==> src/rtl/multicycle_control.sv <==
// Multi-cycle MIPS-style control FSM: FETCH/DECODE/EXEC/MEM/WB/HALT with memory stall handling.
// Optional performance counters are built only when CTRL_PERF_COUNT_EN is defined.
module multicycle_control #(
    parameter int MEM_WAIT_MAX = 16,
    parameter int CNT_W        = 32
) (
    input  logic             clk,
    input  logic             reset,
    input  logic [5:0]       opcode,
    input  logic             zero,
    input  logic             mem_ready,
    output logic             pc_write,
    output logic [1:0]       pc_src,
    output logic             ir_write,
    output logic             iord,
    output logic             mem_read,
    output logic             mem_write,
    output logic [1:0]       alu_op,
    output logic [1:0]       alu_src_b,
    output logic             reg_write,
    output logic             reg_dst,
    output logic             mem_to_reg,
    output logic             retire,
    output logic             illegal_op,
    output logic             mem_timeout,
    output logic             halted,
    output logic [2:0]       state_o,
    output logic [CNT_W-1:0] instr_count,
    output logic [CNT_W-1:0] cycle_count
);
    typedef enum logic [2:0] {
        S_FETCH  = 3'd0,
        S_DECODE = 3'd1,
        S_EXEC   = 3'd2,
        S_MEM    = 3'd3,
        S_WB     = 3'd4,
        S_HALT   = 3'd5
    } state_t;

    localparam logic [5:0] OP_R    = 6'b000000;
    localparam logic [5:0] OP_LW   = 6'b100011;
    localparam logic [5:0] OP_SW   = 6'b101011;
    localparam logic [5:0] OP_BEQ  = 6'b000100;
    localparam logic [5:0] OP_J    = 6'b000010;
    localparam logic [5:0] OP_ADDI = 6'b001000;
    localparam logic [5:0] OP_HALT = 6'b111111;

    // Stall counter saturates at MEM_WAIT_MAX so the timeout compare can only match once per wait.
    localparam int           SC_W    = (MEM_WAIT_MAX < 2) ? 1 : $clog2(MEM_WAIT_MAX + 1);
    localparam logic [SC_W-1:0] SC_MAX = SC_W'(MEM_WAIT_MAX);
    localparam logic [SC_W-1:0] SC_TO  = SC_W'(MEM_WAIT_MAX - 1);

    state_t          state, next_state;
    logic [5:0]      op_q;
    logic [SC_W-1:0] stall_cnt;
    logic            waiting;

    logic       pcw_c, irw_c, iord_c, mr_c, mw_c, rw_c, rd_c, m2r_c, ret_c, ill_c, hlt_c;
    logic [1:0] pcs_c, aop_c, asb_c;

    assign waiting = ((state == S_FETCH) || (state == S_MEM)) && !mem_ready;

    always_comb begin
        next_state = state;
        pcw_c = 1'b0; pcs_c = 2'b00; irw_c = 1'b0; iord_c = 1'b0;
        mr_c  = 1'b0; mw_c  = 1'b0;  aop_c = 2'b00; asb_c  = 2'b00;
        rw_c  = 1'b0; rd_c  = 1'b0;  m2r_c = 1'b0; ret_c  = 1'b0;
        ill_c = 1'b0; hlt_c = 1'b0;
        case (state)
            S_FETCH: begin
                mr_c = 1'b1;
                if (mem_ready) begin
                    irw_c      = 1'b1;
                    pcw_c      = 1'b1;
                    next_state = S_DECODE;
                end
            end
            S_DECODE: begin
                // The IR was loaded at the end of FETCH, so the live opcode is valid here.
                asb_c = 2'b11;
                case (opcode)
                    OP_J: begin
                        pcw_c      = 1'b1;
                        pcs_c      = 2'b10;
                        ret_c      = 1'b1;
                        next_state = S_FETCH;
                    end
                    OP_HALT: next_state = S_HALT;
                    OP_R, OP_LW, OP_SW, OP_BEQ, OP_ADDI: next_state = S_EXEC;
                    default: begin
                        ill_c      = 1'b1;
                        next_state = S_FETCH;
                    end
                endcase
            end
            S_EXEC: begin
                case (op_q)
                    OP_R: begin
                        aop_c      = 2'b10;
                        next_state = S_WB;
                    end
                    OP_LW, OP_SW: begin
                        asb_c      = 2'b10;
                        next_state = S_MEM;
                    end
                    OP_ADDI: begin
                        asb_c      = 2'b10;
                        next_state = S_WB;
                    end
                    OP_BEQ: begin
                        aop_c      = 2'b01;
                        pcs_c      = 2'b01;
                        pcw_c      = zero;
                        ret_c      = 1'b1;
                        next_state = S_FETCH;
                    end
                    default: next_state = S_FETCH;
                endcase
            end
            S_MEM: begin
                iord_c = 1'b1;
                mr_c   = (op_q == OP_LW);
                mw_c   = (op_q == OP_SW);
                if (mem_ready) begin
                    if (op_q == OP_SW) begin
                        ret_c      = 1'b1;
                        next_state = S_FETCH;
                    end else begin
                        next_state = S_WB;
                    end
                end
            end
            S_WB: begin
                rw_c       = 1'b1;
                rd_c       = (op_q == OP_R);
                m2r_c      = (op_q == OP_LW);
                ret_c      = 1'b1;
                next_state = S_FETCH;
            end
            S_HALT: hlt_c = 1'b1;
            default: next_state = S_FETCH;
        endcase
    end

    always_ff @(posedge clk) begin
        if (reset) begin
            state     <= S_FETCH;
            op_q      <= 6'b000000;
            stall_cnt <= '0;
        end else begin
            state <= next_state;
            if (state == S_DECODE)
                op_q <= opcode;
            if (waiting) begin
                if (stall_cnt != SC_MAX)
                    stall_cnt <= stall_cnt + SC_W'(1);
            end else begin
                stall_cnt <= '0;
            end
        end
    end

    // Every strobe is masked during reset so an in-flight memory access drops immediately.
    assign pc_write    = pcw_c & ~reset;
    assign pc_src      = reset ? 2'b00 : pcs_c;
    assign ir_write    = irw_c & ~reset;
    assign iord        = iord_c & ~reset;
    assign mem_read    = mr_c & ~reset;
    assign mem_write   = mw_c & ~reset;
    assign alu_op      = reset ? 2'b00 : aop_c;
    assign alu_src_b   = reset ? 2'b00 : asb_c;
    assign reg_write   = rw_c & ~reset;
    assign reg_dst     = rd_c & ~reset;
    assign mem_to_reg  = m2r_c & ~reset;
    assign retire      = ret_c & ~reset;
    assign illegal_op  = ill_c & ~reset;
    assign halted      = hlt_c & ~reset;
    assign mem_timeout = (MEM_WAIT_MAX != 0) && waiting && (stall_cnt == SC_TO) && !reset;
    assign state_o     = state;

`ifdef CTRL_PERF_COUNT_EN
    always_ff @(posedge clk) begin
        if (reset) begin
            instr_count <= '0;
            cycle_count <= '0;
        end else begin
            if (ret_c)
                instr_count <= instr_count + CNT_W'(1);
            if (state != S_HALT)
                cycle_count <= cycle_count + CNT_W'(1);
        end
    end
`else
    assign instr_count = '0;
    assign cycle_count = '0;
`endif
endmodule

==> config.mk <==
export PLATFORM = sky130hd
export DESIGN_NAME = multicycle_control
export DESIGN_NICKNAME = d
export VERILOG_FILES = /design/src/rtl/multicycle_control.sv
export SDC_FILE = /design/constraint.sdc
export NUM_CORES = 1
export LEC_CHECK = 0
export CELL_PAD_IN_SITES_DETAIL_PLACEMENT = 1
export CELL_PAD_IN_SITES_GLOBAL_PLACEMENT = 1
export CORE_ASPECT_RATIO = 1.25
export CORE_UTILIZATION = 26
export CTS_CLUSTER_DIAMETER = 40
export CTS_CLUSTER_SIZE = 14
export DETAILED_ROUTE_END_ITERATION = 10
export PLACE_DENSITY = 0.86
export SLEW_MARGIN = 10
export SYNTH_ARGS = -nofsm -noshare
export SYNTH_HDL_FRONTEND = slang
export SYNTH_SLANG_ARGS = --single-unit
==> constraint.sdc <==
create_clock -name clk -period 2.86 [get_ports clk]
set_input_delay 0.286 -clock clk [delete_from_list [all_inputs] [get_ports clk]]
set_output_delay 0.286 -clock clk [all_outputs]
set_load 0.005 [all_outputs]
==> flow_summary.toml, run 1 <==
[layout]
post-route-util = 0.3002
drive_gt1_frac = 0.07834
n_antenna_cell = 0
layout_common_cells = "conb_1 (64), clkdlybuf4s50_1 (30), dfxtp_1 (14)"
nets = 232
area_growth_pct = 11.33
fillers = 687
mostFrequentLayoutCell = "conb_1"

[drt]
dr_wl_met2_um = 1599
vias = 1220
wl_per_cell_um = 11.67
drt-initial-drc-count = 58
drt_pass1_iterations = 2
routed_wl_um = 3280
wl_met1_um = 1321
top_layer_used = "met4"
ant_nets = 0
drc = 0
vias_per_cell = 4.342
met3WireLength_um = 287

[timing]
fin_crit_sh = 0.9085
slew_violations = 0
period_minus_slack_ns = 2.598
hold_viol_final = 0
max-slew-margin-rel = 0.6261
worst_clock_skew_ns = 0.0009956
whs_ns = 0.4995
finalSetupViolCount = 0
fmaxAchievable_mhz = 384.8
rsz0062_at_grt = "false"
worst_slew_pin_slew_ns = 0.5594
tns_ns = 0

[yosys]
syn_inst = 189
syn_avg_cell_area_um2 = 7.712
ys.flop_type = "dfxtp_1"
muxShareOfSynthArea = 0.01459
ys_ff_latch = 14
ys_seq_area_frac = 0.1923
synthSimpleGateAreaFrac = 0.2506
synth_xor_area_frac = 0.01803
yosys_warnings = 0
synth_compound_area_frac = 0.1193
syn-cell-area_um2 = 1458
synth_edf_count = 0
synth_top_family_by_area = "buffers and inverters"
synthArstFlopShare = 0
synth_fa_ha_area_frac = 0.02575
synth_cell_types = 46

[floorplanning]
die-area_um2 = 5912
rows = 30
io_pins = 95
fp.dieH_um = 85.72
fp.coreArea_um2 = 5405
die_w_um = 68.97
initial_utilization = 0.2697

[setup_path]
cpPeakStageDelay_ns = 0.59
crit_slowest_cell = "clkdlybuf4s50_1"
crit_type = "in2out"
required_ns = 2.57
cp_max_fo = 13
worst_setup_path_end_kind = "output port"
cp.arrival_ns = 2.31
crit_path_frequent_cell = "clkdlybuf4s50_1"
cp_cell_sequence = "clkdlybuf4s50_1 -> buf_4 -> nor4b_1 -> nor4bb_1 -> clkdlybuf4s50_1"
worstSetupStartpointType = "input port"

[global_routing]
grt_pass1_wl_um = 5030
grt_use_total = 0.1125
grt_pass1_vias = 1088
grt_overflow = 0
antenna_found_initial = 0
grt_max_degree = 15

[cts]
holdBufCountCts = 0
post_cts.repair.setup_buffers = 0
clkTransAtPathRegs_ns = 0.06
insertion_delay_ns = 0.25
cts_root_buf = "clkbuf_8"
clk_path_buf_depth = 2
cts_max_level = 1
cts_buffers = 3
cts.sinks = 14
cts_tree = "yes"
cts_resized = 0

[place]
port_buffers = 30
dpl.hpwl_um = 2637
gp_routability_congestion = 0.7592

[min_path]
hp-class = "reg2reg"

[pwr]
leakage_nw = 0.6910
irDropWorstVdd_v = 0.0001522
p_per_area_nw_per_um2 = 298.3

[run]
cap_violations = 0

[run_status]
status = "completed"
## cell usage after synthesis (all sizes together), types with 2 or more instances
library cell	n	share of area
ha	3	0.026
nand4	2	0.0086
nor4	2	0.019
nand3	6	0.021
dfxtp	14	0.19
nor3b	2	0.014
o21ai	9	0.031
nor2	12	0.031
nor4b	3	0.022
nor2b	3	0.013
or2	3	0.015
nor3	7	0.024
or4	2	0.013
buf	66	0.34
clkbuf	5	0.013
inv	9	0.023
nand2	8	0.021
xnor2	2	0.012
and3	3	0.013
a21oi	9	0.031
## stage by stage
step	area (um^2)	worst slack [ns]	total power (W)	instances
2_1_floorplan	1694	1.158	0.0003396	252
3_3_place_gp	1582	0.3170	0.0003154	278
3_5_place_dp	1582	0.2716	0.0003188	278
4_1_cts	1623	0.2503	0.0004856	281
5_1_grt	1623	0.1508	0.0005081	281
6_report	1623	0.2616	0.0004841	281
## power breakdown
group | internal, W | leakage (nW) | switching (W)
combinational | 0.0000451 | 0.556 | 0.0000635
clock | 0.0000933 | 0.0216 | 0.0000738
sequential | 0.000202 | 0.114 | 0.00000671
## flip-flops by register name (all words and copies together) (netlist names)
signal,count
stall_cnt,5
op_q,6
state_o,3
## final cells by class
| cell class | instances | area, um^2 | area share |
|---|---|---|---|
| timing repair buffer | 33 | 322.8 | 0.1989 |
| inverter | 9 | 33.78 | 0.02082 |
| tap | 64 | 80.08 | 0.04934 |
| multi-input combinational | 158 | 864.6 | 0.5328 |
| sequential | 14 | 280.3 | 0.1727 |
| clock buffer | 3 | 41.29 | 0.02544 |
## worst max-delay path: cells and delay by family
kind | cells | cell delay, ns
buffers and inverters | 3 | 1.20
and+or+nand+nor | 2 | 0.81
## kinds of logic after synthesis
logic type | Yosys count
other | 1
adder cells (fa/ha/maj) | 3
buffers and inverters | 80
flip-flops | 14
AO/OA/AOI/OAI | 27
AND/OR/NAND/NOR | 59
XOR/XNOR | 3
multiplexers | 2
## worst paths after layout
kind / endpoint / startpoint / slack [ns] / depth (start not counted)
max: pc_src[0] / reset / 0.26 / 5
min reg2reg: op_q[5] / op_q[5] / 0.50 / 2
min: op_q[5] / op_q[5] / 0.50 / 2
max reg2reg: stall_cnt[2] / state_o[1] / 1.33 / 3
## per-layer routing
layer | vias up | track usage
li1 | 572 | -
met2 | 64 | 0.1959
met3 | 6 | 0.02394
met5 | - | 0
met1 | 578 | 0.1257
met4 | 0 | 0.05195
Note: power is estimated with default switching activity, not from simulation.
==> run 2, diff against run 1 <==
--- a/config.mk
+++ b/config.mk
@@ -13,6 +13,8 @@
 export CTS_CLUSTER_SIZE = 14
 export DETAILED_ROUTE_END_ITERATION = 10
 export PLACE_DENSITY = 0.86
+export SKIP_CTS_REPAIR_TIMING = 1
+export SKIP_LAST_GASP = 1
 export SLEW_MARGIN = 10
 export SYNTH_ARGS = -nofsm -noshare
 export SYNTH_HDL_FRONTEND = slang
==> results of run 2 <==
The final DEF is identical to that of run 1; final timing and power are the same.
